## src/rtl/mul_pkg.sv

```systemverilog
// Shared types for the repeated-addition multiplier.
// Optional feature macro: MUL_OPERAND_SWAP_EN (see mul_rep_add_seq).
package mul_pkg;

    typedef enum logic [1:0] {
        IDLE = 2'd0,
        RUN  = 2'd1,
        DONE = 2'd2
    } mul_state_t;

    localparam int MUL_DEFAULT_WIDTH = 16;

    // Product width for a given operand width.
    function automatic int mul_prod_w(input int w);
        return 2 * w;
    endfunction

endpackage

```

## src/rtl/mul_down_counter.sv

```systemverilog
// Loadable down-counter with zero detect.
// Load wins over decrement; eqz follows dout combinationally.
module mul_down_counter #(
    parameter int WIDTH = 16
) (
    input  logic             clk,
    input  logic             rst_n,
    input  logic             ld,
    input  logic             dec,
    input  logic [WIDTH-1:0] din,
    output logic [WIDTH-1:0] dout,
    output logic             eqz
);

    logic [WIDTH-1:0] r_cnt;

    // Count register: load has priority over decrement.
    always_ff @(posedge clk or negedge rst_n) begin
        if (!rst_n) begin
            r_cnt <= '0;
        end else if (ld) begin
            r_cnt <= din;
        end else if (dec) begin
            r_cnt <= r_cnt - WIDTH'(1);
        end
    end

    assign dout = r_cnt;
    assign eqz  = (r_cnt == '0);

endmodule

```

## src/rtl/mul_rep_add_seq.sv

```systemverilog
// Sequential unsigned multiplier by repeated addition, start/busy/done.
// Define MUL_OPERAND_SWAP_EN to count down the smaller operand.
module mul_rep_add_seq
    import mul_pkg::*;
#(
    parameter int WIDTH = MUL_DEFAULT_WIDTH
) (
    input  logic                          clk,
    input  logic                          rst_n,
    input  logic                          start,
    input  logic [WIDTH-1:0]              a,
    input  logic [WIDTH-1:0]              b,
    output logic                          busy,
    output logic                          done,
    output logic [mul_prod_w(WIDTH)-1:0]  product
);

    localparam int PW = mul_prod_w(WIDTH);

    mul_state_t       r_state;
    mul_state_t       w_next;
    logic [WIDTH-1:0] r_a;
    logic [PW-1:0]    r_p;
    logic             r_busy;
    logic             r_done;

    logic             w_ld;
    logic             w_dec;
    logic             w_eqz;
    logic [WIDTH-1:0] w_cnt;
    logic [WIDTH-1:0] w_a_ld;
    logic [WIDTH-1:0] w_cnt_ld;

`ifdef MUL_OPERAND_SWAP_EN
    logic w_swap;
    assign w_swap   = (a < b);
    assign w_a_ld   = w_swap ? b : a;
    assign w_cnt_ld = w_swap ? a : b;
`else
    assign w_a_ld   = a;
    assign w_cnt_ld = b;
`endif

    mul_down_counter #(
        .WIDTH (WIDTH)
    ) u_cnt (
        .clk   (clk),
        .rst_n (rst_n),
        .ld    (w_ld),
        .dec   (w_dec),
        .din   (w_cnt_ld),
        .dout  (w_cnt),
        .eqz   (w_eqz)
    );

    // Next-state and datapath strobes; zero test beats decrement.
    always_comb begin
        w_next = r_state;
        w_ld   = 1'b0;
        w_dec  = 1'b0;
        unique case (r_state)
            IDLE: begin
                if (start) begin
                    w_ld   = 1'b1;
                    w_next = RUN;
                end
            end
            RUN: begin
                if (w_eqz) begin
                    w_next = DONE;
                end else begin
                    w_dec = 1'b1;
                end
            end
            DONE: begin
                w_next = IDLE;
            end
            default: begin
                w_next = IDLE;
            end
        endcase
    end

    // State register.
    always_ff @(posedge clk or negedge rst_n) begin
        if (!rst_n) begin
            r_state <= IDLE;
        end else begin
            r_state <= w_next;
        end
    end

    // Addend captured on the accepting edge only.
    always_ff @(posedge clk or negedge rst_n) begin
        if (!rst_n) begin
            r_a <= '0;
        end else if (w_ld) begin
            r_a <= w_a_ld;
        end
    end

    // Accumulator: cleared on accept, adds the addend per iteration.
    always_ff @(posedge clk or negedge rst_n) begin
        if (!rst_n) begin
            r_p <= '0;
        end else if (w_ld) begin
            r_p <= '0;
        end else if (w_dec) begin
            r_p <= r_p + {{(PW-WIDTH){1'b0}}, r_a};
        end
    end

    // Handshake flags registered from the next state, so no start path.
    always_ff @(posedge clk or negedge rst_n) begin
        if (!rst_n) begin
            r_busy <= 1'b0;
            r_done <= 1'b0;
        end else begin
            r_busy <= (w_next != IDLE);
            r_done <= (w_next == DONE);
        end
    end

    assign busy    = r_busy;
    assign done    = r_done;
    assign product = r_p;

    logic w_unused;
    assign w_unused = ^w_cnt;

endmodule
```

## config.mk

```make
export PLATFORM = sky130hd
export DESIGN_NAME = mul_rep_add_seq
export DESIGN_NICKNAME = d
export VERILOG_FILES = /design/src/rtl/mul_pkg.sv /design/src/rtl/mul_down_counter.sv /design/src/rtl/mul_rep_add_seq.sv
export SDC_FILE = /design/constraint.sdc
export NUM_CORES = 1
export LEC_CHECK = 0
export CAP_MARGIN = 30
export CORE_UTILIZATION = 25
export CTS_BUF_LIST = sky130_fd_sc_hd__clkbuf_4
export DETAILED_ROUTE_END_ITERATION = 10
export PLACE_DENSITY_LB_ADDON = 0.2
export SETUP_SLACK_MARGIN = 0.05
export SYNTH_ARGS = -nofsm -noshare
export SYNTH_HDL_FRONTEND = slang
export SYNTH_HIERARCHICAL = 1
export SYNTH_SLANG_ARGS = --single-unit
```

## constraint.sdc

```tcl
create_clock -name clk -period 7 [get_ports clk]
set_input_delay 2.1 -clock clk [delete_from_list [all_inputs] [get_ports clk]]
set_output_delay 2.1 -clock clk [all_outputs]
set_load 0.02 [all_outputs]
```

## Word level (Yosys, flattened, before mapping)

Index checks and enable logic that the tools add are counted.

- Output and inout port bits: 34
- Register bits: 68
- Word-level logic and storage cells: 25
- Bits of input ports: 35

- Muxes and demuxes: 11
- Eq/ne operators: 2
- Add/sub/neg operators: 2
- Reduce and logical (&&, ||, !) cells: 4

Operators by type and width:

| kind | count |
|---|---|
| 32-bit two-way mux | 2 |
| 32-bit by 16-bit adder with 32-bit output | 1 |
| 16-bit two-way mux | 2 |
| 16-bit zero test | 1 |
| 16-bit by 1-bit subtractor with 16-bit output, second input constant | 1 |
| 1-bit two-way mux | 4 |
| 2-bit two-way mux | 2 |
| 2-bit one-hot mux with 2 select lines | 1 |
| 2-bit nonzero test | 2 |
| 2-bit by 1-bit == test with 1-bit output, second input constant | 1 |
| 2-bit == test, second input constant | 1 |
| 2-bit zero test | 1 |

## Logic depth before layout (Yosys ltp)

- Depth after elaboration: 5
- Mapped depth: 15
- Gate-level depth less buffers: 12

## Cells and area by module

Netlist, hierarchy kept.

By module, submodules not included:

| module | seq. area each (sq um) | times used | cells an instance | area each (sq um) |
|---|---|---|---|---|
| mul_rep_add_seq | 1301.2 | 1 | 339 | 3062.9 |
| mul_down_counter | 400.4 | 1 | 111 | 1028.5 |

## Least setup slack after synthesis

No wires, ideal clock.

- Path kind: input-to-reg
- From: in start
- To: reg u_cnt.r_cnt[8] (netlist: u_cnt/dout[8])
- Setup time: 0.137 ns
- Stages: 8
- Path slack: 2.968 ns
- Arrival: 3.895 ns
- Data required time: 6.863 ns
- Path through: or3b_2 clkinv_1 clkbuf_1 clkbuf_1 clkbuf_1 nor2_1 nand4_1 nand3_1

- Cells in the longest elaborated chain, start to end: 3

RTL lines:

| element | line | source |
|---|---|---|
| start: declaration | mul_rep_add_seq.sv:10 | `input logic start,` |
| 1-bit two-way mux (*) | mul_rep_add_seq.sv:63 | `if (start) begin` |
| 1-bit two-way mux (*) | mul_rep_add_seq.sv:61 | `unique case (r_state)` |
| net w_ld | mul_rep_add_seq.sv:27 | `logic w_ld;` |
| 16-bit two-way mux or 2-bit nonzero test (tied branches) | -- |  |
| end signal: assignment | mul_down_counter.sv:22 | `r_cnt <= din;` |
| end signal: assignment | mul_down_counter.sv:24 | `r_cnt <= r_cnt - WIDTH'(1);` |
| end: declaration | mul_down_counter.sv:15 | `logic [WIDTH-1:0] r_cnt;` |

Mark *: on every way through the listed nets, which the timed path passes. The rest lies on a longest branch.
A chain may end at the register's enable or synchronous reset.

## Final worst setup path

- From: in start
- To: reg u_cnt.r_cnt[10] (netlist: u_cnt/dout[10])

- Cells in the longest elaborated chain, start to end: 3

RTL lines:

| element | line |
|---|---|
| 1-bit two-way mux (*) | mul_rep_add_seq.sv:63 |
| 1-bit two-way mux (*) | mul_rep_add_seq.sv:61 |
| 16-bit two-way mux or 2-bit nonzero test (tied branches) | -- |

Mark *: on every way between the ends. The rest lies on a longest branch, timed or not.

==> reports/summary.txt <==
status = finished, final reports clean
critical path's largest stage delay = 0.74 ns
CP Launch Type = input pin
Internal Power = 1.14 mW
pre-CTS setup slack = 1.65 ns
number of synthesized flops with an enable pin = 0
Clock Root Buffer = clkbuf_4
number of global-route vias before repair = 3548
DPL Wire Length = 7970 um
fin nets = 567
RSZ-0062 raised after global routing = false
Max clock buf depth = 2
initial antenna violation count = 0
Register Area = 0.00170 mm^2
initial core utilization = 0.257
Hold/Removal Path Class = register to register
slew of the pin with the lowest slew margin = 0.820 ns
M1 wire length = 5200 um
synth top area cells = dfrtp_1, nand2_1, ha_1, xnor2_1, o21ai_0
crit-path cells = clkdlybuf4s50_1 -> or3b_2 -> clkinv_1 -> buf_4 -> inv_1 -> o311ai_0 -> o311ai_0
cell mode on critical path = o311ai_0
P&R area growth vs syn = 25.1%
synthesized area = 0.00409 mm^2
share of power burned in registers = 0.330
DIE HEIGHT = 130 um
CORE AREA = 0.0159 mm^2
num rows = 46
maximum vdd drop = 0.0000991 V
Yosys reg bits = 68
Area after DPL = 0.00496 mm^2
CTS Sinks = 68
Routed wire per std cell = 15.5 um
fin crit share = 0.696
number of DRC violations after detailed-routing iteration 0 = 164
WL met2 = 5550 um
most frequent cells in the layout = nand2_1, dfrtp_1, clkdlybuf4s50_1
total nets after synthesis = 503
Antenna diodes = 0
Slew HR = 0.446
CP max-delay cell = clkinv_1
Final min period = 4.87 ns
DIE AREA = 0.0169 mm^2
Post-CTS Repair Setup Buffers = 0
pwr dens = 399 mW/mm^2
skew final = 0.0207 ns
largest net degree at the start of global routing = 69
Syn. warnings = 6
I/O pin total = 69
FMAX = 0.205 GHz
total grt overflow = 0
Net Sw Power = 904 uW
PortBufs = 68
max-cap violations = 0
WS Path Type = input pin to register
commonest non-fill, non-tap cell in the layout = nand2_1
Unique masters post-synth = 70
Min Hold Slack = 0.491 ns
Max Slew Vio Count = 0
asr flop ratio synth = 1.00
Sw Ratio = 0.443
CP Max Fanout = 33
Num CTS Buffers = 9
Comb pwr share = 0.547
syn avg cell area = 9.09 um^2
area occupied by multi-input gates = 0.00225 mm^2
hold_buf cts = 0
Worst Path Buf+Inv = 4
share of cells above drive strength 1 = 0.0578
worst path arrival time = 5.19 ns
Main synth FF type = dfrtp_1
overall power = 2.04 mW
RD Place Congestion = 0.796
Total Neg Setup Slack = 0 ns
Top Metal Used = met4
DRC violations left = 0
CTS tree = done
CTS clk-pin slew, worst paths = 0.11 ns
crit path capture type = register
drt pass-1 iters = 4
Req. time, crit path = 7.33 ns
Stages on worst setup path = 7
register area share after synthesis = 0.416
Clk pwr share = 0.124
overall global routing resource usage = 0.144
htree depth = 3
vias per cell = 4.93
worst skew pair latency = 0.45 ns
antenna-violating nets left = 0
vias = 3627
Routed WL = 11400 um
length of routed met3 wiring = 512 um
R2R depth = 9
hold depth = 1
die width = 130 um
Synth area leader = dfrtp_1
Cells after Synth = 450
first-pass GRT wire length = 18500 um
Finished Cell Area = 0.00512 mm^2
Lkg Pwr = 2.21 nW
Setup-failing EPs final = 0
Synth top area share = 0.416
Filler cells = 1710
Final Hold Fails = 0
cells resized by post-CTS repair = 0
Crit path max-delay family = buffers and inverters
PnR worst setup slack = 2.13 ns
path summary, 6_finish.rpt:
check	from	to	slack (ns)
worst min register to register	r_state[1]	busy	0.49
worst min-delay path	r_state[1]	busy	0.49
worst max register to register	u_cnt/dout[4]	product[19]	3.12
max in group asynchronous	rst_n	u_cnt/dout[5]	4.85
worst max-delay path	start	u_cnt/dout[10]	2.13
min in group asynchronous	rst_n	product[23]	1.60
cell families (layout without fill, tap and decap cells):
logic type / count (synthesis) / after routing / share of synthesized area
simple gates: 195 / 195 / 0.235
flops: 68 / 68 / 0.416
buf+inv: 30 / 99 / 0.0333
mux: 9 / 9 / 0.0235
xor+xnor: 16 / 16 / 0.0343
compound gates: 114 / 114 / 0.201
fa+ha+maj: 18 / 18 / 0.0569
metrics by stage:
step,cells,util
finish,735,0.321
global route,735,0.321
CTS,734,0.319
detailed placement,718,0.311
global placement,718,0.311
floorplan,450,-
worst register-to-register path, delay by kind of cell (launching register included):
family	cells	cell delay, ns
compound gates	1	0.30
buf+inv	1	0.51
flops	1	0.46
mux	1	0.30
simple gates	6	2.22
sequential cells by signal (all words and copies together), names as in the netlist:
signal,cells
busy,1
r_state,2
done,1
r_a,16
u_cnt/dout,16
product,32
routing by layer:
layer,track usage,vias to the layer above
met5,0,-
met4,0.0431,0
met3,0.0361,9
met2,0.244,78
met1,0.179,1766
li1,-,1774
synthesized netlist by cell type, types with 3 or more instances:
| library cell | n |
|---|---|
| nand2b_1 | 5 |
| dfrtp_1 | 68 |
| nand3_1 | 7 |
| o31ai_1 | 4 |
| and4_1 | 4 |
| buf_2 | 3 |
| or4_1 | 5 |
| a221o_1 | 5 |
| clkbuf_1 | 12 |
| ha_1 | 17 |
| and3_1 | 6 |
| nor2_1 | 28 |
| a21o_1 | 11 |
| and3b_1 | 3 |
| nor4_1 | 7 |
| nor2b_1 | 5 |
| a21oi_1 | 19 |
| nand4_1 | 9 |
| inv_1 | 10 |
| o21a_1 | 3 |
| xnor2_1 | 14 |
| o41a_1 | 4 |
| o21ai_0 | 23 |
| nand2_1 | 93 |
| o311ai_0 | 3 |
| mux2i_1 | 7 |
| a211oi_1 | 5 |
| a31oi_1 | 13 |
| or3_1 | 6 |
| and2_1 | 4 |
power by group through the flow:
| stage | logic (mW) | clock network (mW) | registers (mW) |
|---|---|---|---|
| floorplan | 0.736 | 0 | 0.706 |
| global placement | 1.09 | 0 | 0.679 |
| detailed placement | 1.11 | 0 | 0.680 |
| CTS | 1.12 | 0.267 | 0.673 |
| global route | 1.25 | 0.282 | 0.697 |
| finish | 1.12 | 0.252 | 0.672 |
area by class of cell:
type | count | area share
sequential | 68 | 0.333
multi-input combinational | 352 | 0.440
clock buffer | 9 | 0.0132
timing repair buffer | 72 | 0.142
inverter | 11 | 0.00807
clock inverter | 7 | 0.0112
tap | 216 | 0.0528
No activity file was read; power rests on OpenSTA's default activity.
